## src/rtl/packet_dispatcher.sv

```systemverilog
// Packet dispatcher: buffers ingress headers in a small FIFO and hands them one at a time to
// an external classifier, then holds each classification result until the consumer takes it.
// Optional build macro DISPATCH_TIMEOUT_EN adds a classifier wait limit of TIMEOUT_CYCLES.
module packet_dispatcher #(
  parameter int unsigned FIFO_DEPTH     = 4,
  parameter int unsigned TIMEOUT_CYCLES = 1024
) (
  input  logic         clk,
  input  logic         reset,
  input  logic         in_valid,
  output logic         in_ready,
  input  logic [103:0] in_hdr,
  output logic         cls_input_is_valid,
  output logic [103:0] cls_hdr,
  input  logic         cls_ready_to_process,
  input  logic [103:0] cls_first,
  input  logic [103:0] cls_last,
  output logic         out_valid,
  input  logic         out_ready,
  output logic [103:0] out_hdr,
  output logic [103:0] out_first,
  output logic [103:0] out_last,
  output logic [7:0]   out_seq,
  output logic         out_timeout
);

  localparam int unsigned PtrW = $clog2(FIFO_DEPTH);
  localparam int unsigned CntW = $clog2(FIFO_DEPTH + 1);

  if (FIFO_DEPTH < 2 || (FIFO_DEPTH & (FIFO_DEPTH - 1)) != 0) begin : g_bad_depth
    $error("FIFO_DEPTH must be a power of two and at least 2");
  end
  if (TIMEOUT_CYCLES < 4) begin : g_bad_timeout
    $error("TIMEOUT_CYCLES must be at least 4");
  end

  typedef enum logic [2:0] {StIdle, StIssue, StWaitAck, StWaitDone, StHold} state_e;

  state_e              state_q, state_d;
  logic [103:0]        fifo_mem_q [FIFO_DEPTH];
  logic [PtrW-1:0]     wr_ptr_q, wr_ptr_d, rd_ptr_q, rd_ptr_d;
  logic [CntW-1:0]     fifo_cnt_q, fifo_cnt_d;
  logic [103:0]        cls_hdr_q, cls_hdr_d;
  logic [7:0]          seq_cnt_q, seq_cnt_d, cur_seq_q, cur_seq_d;
  logic                out_valid_q, out_valid_d;
  logic [103:0]        out_hdr_q, out_hdr_d, out_first_q, out_first_d, out_last_q, out_last_d;
  logic [7:0]          out_seq_q, out_seq_d;
  logic                push, issue_go, done_go, abort_go, tmo_hit;

  assign in_ready  = (fifo_cnt_q != CntW'(FIFO_DEPTH));
  assign push      = in_valid && in_ready;
  // Issue only when nothing is outstanding downstream, so at most one header is in flight.
  assign issue_go  = (state_q == StIdle) && (fifo_cnt_q != '0) && cls_ready_to_process &&
                     !out_valid_q;
  assign done_go   = (state_q == StWaitDone) && cls_ready_to_process;
  // A real completion in the same cycle as the limit wins over the abort.
  assign abort_go  = tmo_hit && !done_go;

`ifdef DISPATCH_TIMEOUT_EN
  localparam int unsigned TmoW = $clog2(TIMEOUT_CYCLES + 1);
  logic [TmoW-1:0] tmo_cnt_q, tmo_cnt_d;
  logic            in_wait;
  logic            out_timeout_q, out_timeout_d;

  assign in_wait = (state_q == StWaitAck) || (state_q == StWaitDone);
  // Limit reached on the TIMEOUT_CYCLES-th cycle spent waiting on the classifier.
  assign tmo_hit = in_wait && (tmo_cnt_q == TmoW'(TIMEOUT_CYCLES - 1));

  // Wait counter: runs across both wait states, cleared everywhere else.
  always_comb begin
    tmo_cnt_d     = in_wait ? tmo_cnt_q + TmoW'(1) : '0;
    out_timeout_d = out_timeout_q;
    if (done_go || abort_go) out_timeout_d = abort_go;
  end

  // Timeout state registers.
  always_ff @(posedge clk or posedge reset) begin
    if (reset) begin
      tmo_cnt_q     <= '0;
      out_timeout_q <= 1'b0;
    end else begin
      tmo_cnt_q     <= tmo_cnt_d;
      out_timeout_q <= out_timeout_d;
    end
  end

  assign out_timeout = out_timeout_q;
`else
  assign tmo_hit     = 1'b0;
  assign out_timeout = 1'b0;
`endif

  // FSM state register.
  always_ff @(posedge clk or posedge reset) begin
    if (reset) state_q <= StIdle;
    else       state_q <= state_d;
  end

  // FSM next-state logic.
  always_comb begin
    state_d = state_q;
    unique case (state_q)
      StIdle:     if (issue_go) state_d = StIssue;
      StIssue:    state_d = StWaitAck;
      StWaitAck:  if (abort_go) state_d = StHold;
                  else if (!cls_ready_to_process) state_d = StWaitDone;
      StWaitDone: if (done_go || abort_go) state_d = StHold;
      StHold:     if (out_valid_q && out_ready) state_d = StIdle;
      default:    state_d = StIdle;
    endcase
  end

  // FSM outputs.
  always_comb begin
    cls_input_is_valid = (state_q == StIssue);
  end

  // Datapath next state: FIFO pointers, issued header, sequence numbers and result capture.
  always_comb begin
    wr_ptr_d    = push ? wr_ptr_q + PtrW'(1) : wr_ptr_q;
    rd_ptr_d    = issue_go ? rd_ptr_q + PtrW'(1) : rd_ptr_q;
    fifo_cnt_d  = fifo_cnt_q;
    unique case ({push, issue_go})
      2'b10:   fifo_cnt_d = fifo_cnt_q + CntW'(1);
      2'b01:   fifo_cnt_d = fifo_cnt_q - CntW'(1);
      default: fifo_cnt_d = fifo_cnt_q;
    endcase
    cls_hdr_d   = issue_go ? fifo_mem_q[rd_ptr_q] : cls_hdr_q;
    seq_cnt_d   = seq_cnt_q + {7'd0, issue_go};
    cur_seq_d   = issue_go ? seq_cnt_q : cur_seq_q;
    out_valid_d = out_valid_q;
    out_hdr_d   = out_hdr_q;
    out_first_d = out_first_q;
    out_last_d  = out_last_q;
    out_seq_d   = out_seq_q;
    if (done_go || abort_go) begin
      out_valid_d = 1'b1;
      out_hdr_d   = cls_hdr_q;
      out_first_d = done_go ? cls_first : '0;
      out_last_d  = done_go ? cls_last : '0;
      out_seq_d   = cur_seq_q;
    end else if (out_valid_q && out_ready) begin
      out_valid_d = 1'b0;
    end
  end

  // FIFO storage; contents need no reset since the count gates every read.
  always_ff @(posedge clk) begin
    if (push) fifo_mem_q[wr_ptr_q] <= in_hdr;
  end

  // Datapath registers.
  always_ff @(posedge clk or posedge reset) begin
    if (reset) begin
      wr_ptr_q    <= '0;
      rd_ptr_q    <= '0;
      fifo_cnt_q  <= '0;
      cls_hdr_q   <= '0;
      seq_cnt_q   <= '0;
      cur_seq_q   <= '0;
      out_valid_q <= 1'b0;
      out_hdr_q   <= '0;
      out_first_q <= '0;
      out_last_q  <= '0;
      out_seq_q   <= '0;
    end else begin
      wr_ptr_q    <= wr_ptr_d;
      rd_ptr_q    <= rd_ptr_d;
      fifo_cnt_q  <= fifo_cnt_d;
      cls_hdr_q   <= cls_hdr_d;
      seq_cnt_q   <= seq_cnt_d;
      cur_seq_q   <= cur_seq_d;
      out_valid_q <= out_valid_d;
      out_hdr_q   <= out_hdr_d;
      out_first_q <= out_first_d;
      out_last_q  <= out_last_d;
      out_seq_q   <= out_seq_d;
    end
  end

  assign cls_hdr   = cls_hdr_q;
  assign out_valid = out_valid_q;
  assign out_hdr   = out_hdr_q;
  assign out_first = out_first_q;
  assign out_last  = out_last_q;
  assign out_seq   = out_seq_q;

endmodule

```

## config.mk

```make
export PLATFORM = sky130hd
export DESIGN_NAME = packet_dispatcher
export DESIGN_NICKNAME = d
export VERILOG_FILES = /design/src/rtl/packet_dispatcher.sv
export SDC_FILE = /design/constraint.sdc
export NUM_CORES = 1
export LEC_CHECK = 0
export ABC_AREA = 1
export BUFFER_PORTS_ARGS = -buffer_cell sky130_fd_sc_hd__buf_2
export CORE_AREA = 4 4 284 286
export CTS_CLUSTER_SIZE = 28
export DETAILED_ROUTE_END_ITERATION = 10
export DIE_AREA = 0 0 288 290
export PLACE_DENSITY = 0.72
export SYNTH_ARGS = -nofsm -noshare
export SYNTH_HDL_FRONTEND = slang
export SYNTH_SLANG_ARGS = --single-unit
```

## constraint.sdc

```tcl
create_clock -name clk -period 16.35 [get_ports clk]
set_clock_uncertainty 0.2 [all_clocks]
set_input_delay 2.4525 -clock clk [delete_from_list [all_inputs] [get_ports clk]]
set_output_delay 2.4525 -clock clk [all_outputs]
set_load 0.1 [all_outputs]
```

==> reports/qor.csv, run 1 <==
metric,value,unit
hp-class,reg -> reg,
yosys.area_share.simple,0.114,
ys_types,23,
dp_cells,4690,
drtIter0Drc,1675,
regArea,23800,µm²
yosys-top-cells-area,"edfxtp_1 (38%), dfrtp_1 (34%), o21ai_0 (7.6%)",
hold_path_depth,2,
route.detailed.drc,0,
worst_setup_path_start_kind,input port,
grt_max_degree,148,
post-cts-setup-buffers,0,
via_count,23500,
synth_fa_ha_area_frac,0.00324,
ctsLongestPathBuffers,3,
grt_pass1_vias,23000,
setup_viol,0,
syn-mean-instance-area,10.9,µm²
utilization,0.518,
max_cap_violations,0,
cp.arrival,6.41,ns
synth_top_family_by_area,simple AND/OR/NAND/NOR gates,
cts_resized,0,
path_depth,7,
post_drt_wl_per_cell,18.9,µm
detail_route.first_pass.iterations,6,
path_class,in -> reg,
nets,4058,
grt_pass1_wl,138,mm
cp_max_fo,113,
port-buffer-count,743,
cp_top_family,buffers and inverters,
met1_length,35.4,mm
cpMaxStageDelayCell,buf_4,
syn_to_final_growth,22.4,%
gp_congestion,0.870,
holdPathEnd,out_last[34]$_DFFE_PP0P_,
met2WireLength,46.8,mm
die_y,290,µm
reg2reg_from,state_q[1]$_DFFE_PP0P_,
hold_buffers,0,
core_region_area,78400,µm²
clk_pin_slew,0.06,ns
tns,0,ns
fillers,6914,
period_share,0.375,
yosysTopAreaCell,edfxtp_1,
yosysWarningCount,0,
path_cells,buf_2 > nand4_1 > buf_4 > buf_4 > buf_4 > buf_4 > o21ai_0,
drtAntennaViolNets,0,
grt_setup_unrepaired,no,
fmax,0.163,GHz
fin_crit,6.12,ns
wl_met3,6.75,mm
multi_input_area,7240,µm²
worst-path-buf-inv,5,
viasPerCell,4.82,
final_cells,4886,
cts_root_buf,clkbuf_16,
cts.sinks,867,
synth_nets,3363,
die_w,288,µm
finalMaxSlewViolations,0,
start_util,0.423,
ys_seq_elements,867,
dieArea,83500,µm²
top_layer_used,met5,
yosys.area.top_type_share,0.377,
rr_endpoint,out_last[21]$_DFFE_PP0P_,
hold_violations,0,
muxShareOfSynthArea,0,
hold_start,out_last[34]$_DFFE_PP0P_,
crit_path_frequent_cell,buf_4,
status,"complete, no violations",
rows,103,
synth_sequential_area_ratio,0.717,
worst_pin_slew,1.11,ns
drive_gt1_frac,0.242,
reg2reg_depth,6,
dp_hpwl,62.7,mm
slew-limit-headroom,0.259,
cp_slowest_stage_delay,0.84,ns
cp_data_required_time,16.63,ns
grt_usage,0.214,
cts_max_level,3,
cp-end-kind,flop,
cts_buffers,91,
grt_overflow_total,0,
syn_area,33200,µm²
wirelength,92.4,mm
cts_tree,done,
clock_latency,0.64,ns
antenna_found_initial,39,
num_io_pins,745,
synth_xor_area_frac,0.00238,
syn_inst,3038,
r2r_setup_slack,11.63,ns
synth_compound_area_frac,0.0976,
-- registers in the layout (all words and copies together) (netlist names), 3 cells and up --
| register | cells |
|---|---|
| cls_hdr | 104 |
| cur_seq_q | 8 |
| fifo_cnt_q | 3 |
| fifo_mem_q | 416 |
| out_first | 104 |
| out_hdr | 104 |
| out_last | 104 |
| out_seq | 8 |
| seq_cnt_q | 8 |
| state_q | 3 |
-- per-stage QoR --
stage | setup slack, ns | area (µm²) | hold WS (ns)
after floorplan | 1.13 | 33200 | 0.246
after global placement | 9.78 | 37600 | 0.260
after detailed placement | 9.64 | 37600 | 0.267
after CTS | 10.31 | 40600 | 0.283
after global routing | 9.83 | 40600 | 0.299
final | 10.23 | 40600 | 0.278
-- logic make-up (layout without fill, tap and decap cells) --
kind of cell,after synthesis,after routing
AOI/OAI and AO/OA,647,647
xor gates and xnor gates,9,9
adders and majority gates,8,8
buffers and inverters,508,1281
DFF,867,867
other,1,26
and+or+nand+nor,998,998
-- tightest hold or removal path: cells and delay by family (launching register included) --
kind / cells / cell delay, ns
compound gates: 1 / 0.05
flops: 1 / 0.34
simple gates: 1 / 0.05
-- layer usage --
layer	GRT usage	vias to the layer above
met1	0.255	11300
met3	0.0556	190
met4	0.0846	26
met2	0.372	687
met5	0	-
li1	-	11300
-- synthesized netlist by cell type --
library cell	n
o21ai_0	505
buf_2	62
edfxtp_1	416
nand3_4	1
nand3_1	11
ha_1	7
a21oi_1	2
buf_4	21
nand4_1	1
conb_1	1
nor2_1	430
fa_1	1
clkbuf_1	58
dfrtp_1	451
inv_1	338
o21ai_1	140
nor2_2	2
inv_2	4
xor2_1	8
xnor2_1	1
buf_1	8
nand2_1	553
buf_6	17
-- cell usage in the layout, fill, tap and decap left out, types with 2 or more instances in the layout --
cell,Yosys,final
xor2_1,8,8
nor2_4,0,4
ha_1,7,7
dfrtp_4,0,2
bufinv_16,0,5
o21ai_0,505,505
clkbuf_8,0,9
nand3_1,11,11
clkinv_16,0,3
clkinvlp_4,0,3
inv_1,338,337
clkbuf_16,0,91
nor2_1,430,426
inv_16,0,2
clkinv_2,0,18
dfrtp_1,451,449
inv_6,0,2
edfxtp_1,416,416
buf_2,62,743
o21ai_1,140,140
a21oi_1,2,2
clkbuf_1,58,23
nor2_2,2,2
inv_8,0,3
clkinv_1,0,8
buf_4,21,25
nand2_1,553,553
clkinv_4,0,6
diode_2,0,25
-- final cells by class --
class | instances | share of cell area
well taps | 1050 | 0.0323
flip-flops and latches | 867 | 0.586
diodes | 25 | 0.00154
clock buffers | 123 | 0.0612
inverters | 342 | 0.0322
multi-input cells | 1663 | 0.178
repair buffers | 768 | 0.0962
clock inverters | 48 | 0.0126
-- worst max-delay path by stage --
stage,from,endpoint
floorplan,reset,cls_hdr[0]$_DFFE_PP0P_
global placement,cls_ready_to_process,out_last[20]$_DFFE_PP0P_
detailed placement,cls_ready_to_process,out_last[5]$_DFFE_PP0P_
CTS,cls_ready_to_process,out_last[5]$_DFFE_PP0P_
global route,cls_ready_to_process,out_last[74]$_DFFE_PP0P_
finish,cls_ready_to_process,out_last[21]$_DFFE_PP0P_
Power of run 1 is not shown: default switching activity piles up to over one toggle a cycle in this logic, so the estimate is an artifact.
==> run 2: changes to the inputs <==
==> constraint.sdc (replaced) <==
create_clock -name clk -period 5.8 [get_ports clk]
set_clock_uncertainty 0.2 [all_clocks]
set_input_delay 0.87 -clock clk [delete_from_list [all_inputs] [get_ports clk]]
set_output_delay 0.87 -clock clk [all_outputs]
set_load 0.1 [all_outputs]
==> run 2 against run 1 <==
Compared with the run above: die area unchanged; via count shrank 0.91%; register-to-register slack got worse by 8.8 ns; hold slack worse by 0.20 ns; critical path type is now reg -> reg; wire length increased by 0.21%; highest routed layer unchanged; core utilization up 0.33 points; cell area grew 0.63%; sequential cell count unchanged.
==> reports/qor.csv, run 2 (same netlist as run 1, synthesis figures left out) <==
metric,value,unit
dp_hpwl,62.4,mm
grt_pass1_wl,138,mm
tns,0,ns
route.detailed.drc,0,
hold-worst-slack,0.0741,ns
worst_setup_path_start_kind,flop,
period_share,0.504,
cp_data_required_time,6.16,ns
post-cts-setup-buffers,0,
port-buffer-count,743,
nets,4059,
viasPerCell,4.77,
grt_max_degree,215,
fmax,0.342,GHz
hold_buffers,0,
detail_route.first_pass.iterations,5,
grt_setup_unrepaired,no,
cts_max_level,3,
drive_gt1_frac,0.243,
core_region_area,78400,µm²
via_count,23300,
gp_congestion,0.891,
fillers,6884,
worst_pin_slew,1.06,ns
cp_max_fo,145,
cts_buffers,90,
cts_resized,0,
final_cell_mix,"buf_2 (743), nand2_1 (553), o21ai_0 (505), dfrtp_1 (449), nor2_1 (426)",
fin_crit,2.92,ns
setup_viol,0,
max_cap_violations,0,
cts.sinks,867,
drtAntennaViolNets,0,
hp-class,in -> async,
grt_overflow_total,0,
wirelength,92.6,mm
grt_usage,0.214,
cp.arrival,3.28,ns
status,"complete, no violations",
num_io_pins,745,
rows,103,
dieArea,83500,µm²
start_util,0.423,
syn_to_final_growth,23.2,%
cts_tree,done,
drtIter0Drc,1477,
path_class,reg -> reg,
cp-end-kind,flop,
clock_latency,0.64,ns
post_drt_wl_per_cell,18.9,µm
mostFrequentLayoutCell,buf_2,
slew-limit-headroom,0.292,
die_y,290,µm
cts_root_buf,clkbuf_16,
largest_reg_flops,416,
antenna_found_initial,56,
finalMaxSlewViolations,0,
hold_violations,0,
ctsLongestPathBuffers,3,
die_w,288,µm
clk_pin_slew,0.06,ns
grt_pass1_vias,22800,
top_register,fifo_mem_q,
run 2: area by class of cell:
type	count	area (µm²)	area share
antenna	33	82.6	0.00202
clock buffer	129	2640	0.0645
clock inverter	38	462	0.0113
inverter	342	1310	0.0319
multi-input combinational	1663	7240	0.177
sequential	867	23800	0.582
tap	1050	1310	0.0321
timing repair buffer	770	4050	0.0990
run 2: path summary, 6_finish.rpt:
path | endpoint | slack [ns] | start | depth (start not counted)
worst min-delay path | out_last[23]$_DFFE_PP0P_ | 0.07 | reset | 2
max in group asynchronous | out_hdr[71]$_DFFE_PP0P_ | 3.96 | reset | 3
worst max-delay path | cls_hdr[99]$_DFFE_PP0P_ | 2.88 | rd_ptr_q[0]$_DFFE_PP0P_ | 6
worst max register to register | cls_hdr[99]$_DFFE_PP0P_ | 2.88 | rd_ptr_q[0]$_DFFE_PP0P_ | 6
min in group clk | out_valid$_DFFE_PP0P_ | 0.22 | out_ready | 2
worst min register to register | out_first[25]$_DFFE_PP0P_ | 0.28 | out_first[25]$_DFFE_PP0P_ | 2
run 2: per-layer routing:
metal	routed length [µm]	vias up	global-route usage
li1	-	11300	-
met1	35400	11100	0.251
met2	46100	673	0.364
met3	6400	221	0.0540
met4	4390	32	0.110
met5	226	-	0
run 2: critical path: stages (launching register included):
cell and delay (ns):
dfrtp_4 0.68, inv_6 0.68, buf_4 0.63, o21ai_0 0.22, nand2_1 0.17, nand2_1 0.07, o21ai_1 0.10
run 2: stage by stage:
stage | instance area (µm²) | instances | worst slack, ns | util
2_1_floorplan | 33200 | 3038 | -1.37 | -
3_3_place_gp | 37700 | 4692 | 2.43 | 0.481
3_5_place_dp | 37700 | 4692 | 2.45 | 0.481
4_1_cts | 40800 | 4859 | 2.73 | 0.521
5_1_grt | 40800 | 4881 | 2.60 | 0.521
6_report | 40900 | 4892 | 2.88 | 0.522
Power of run 2 is left out for the same reason.
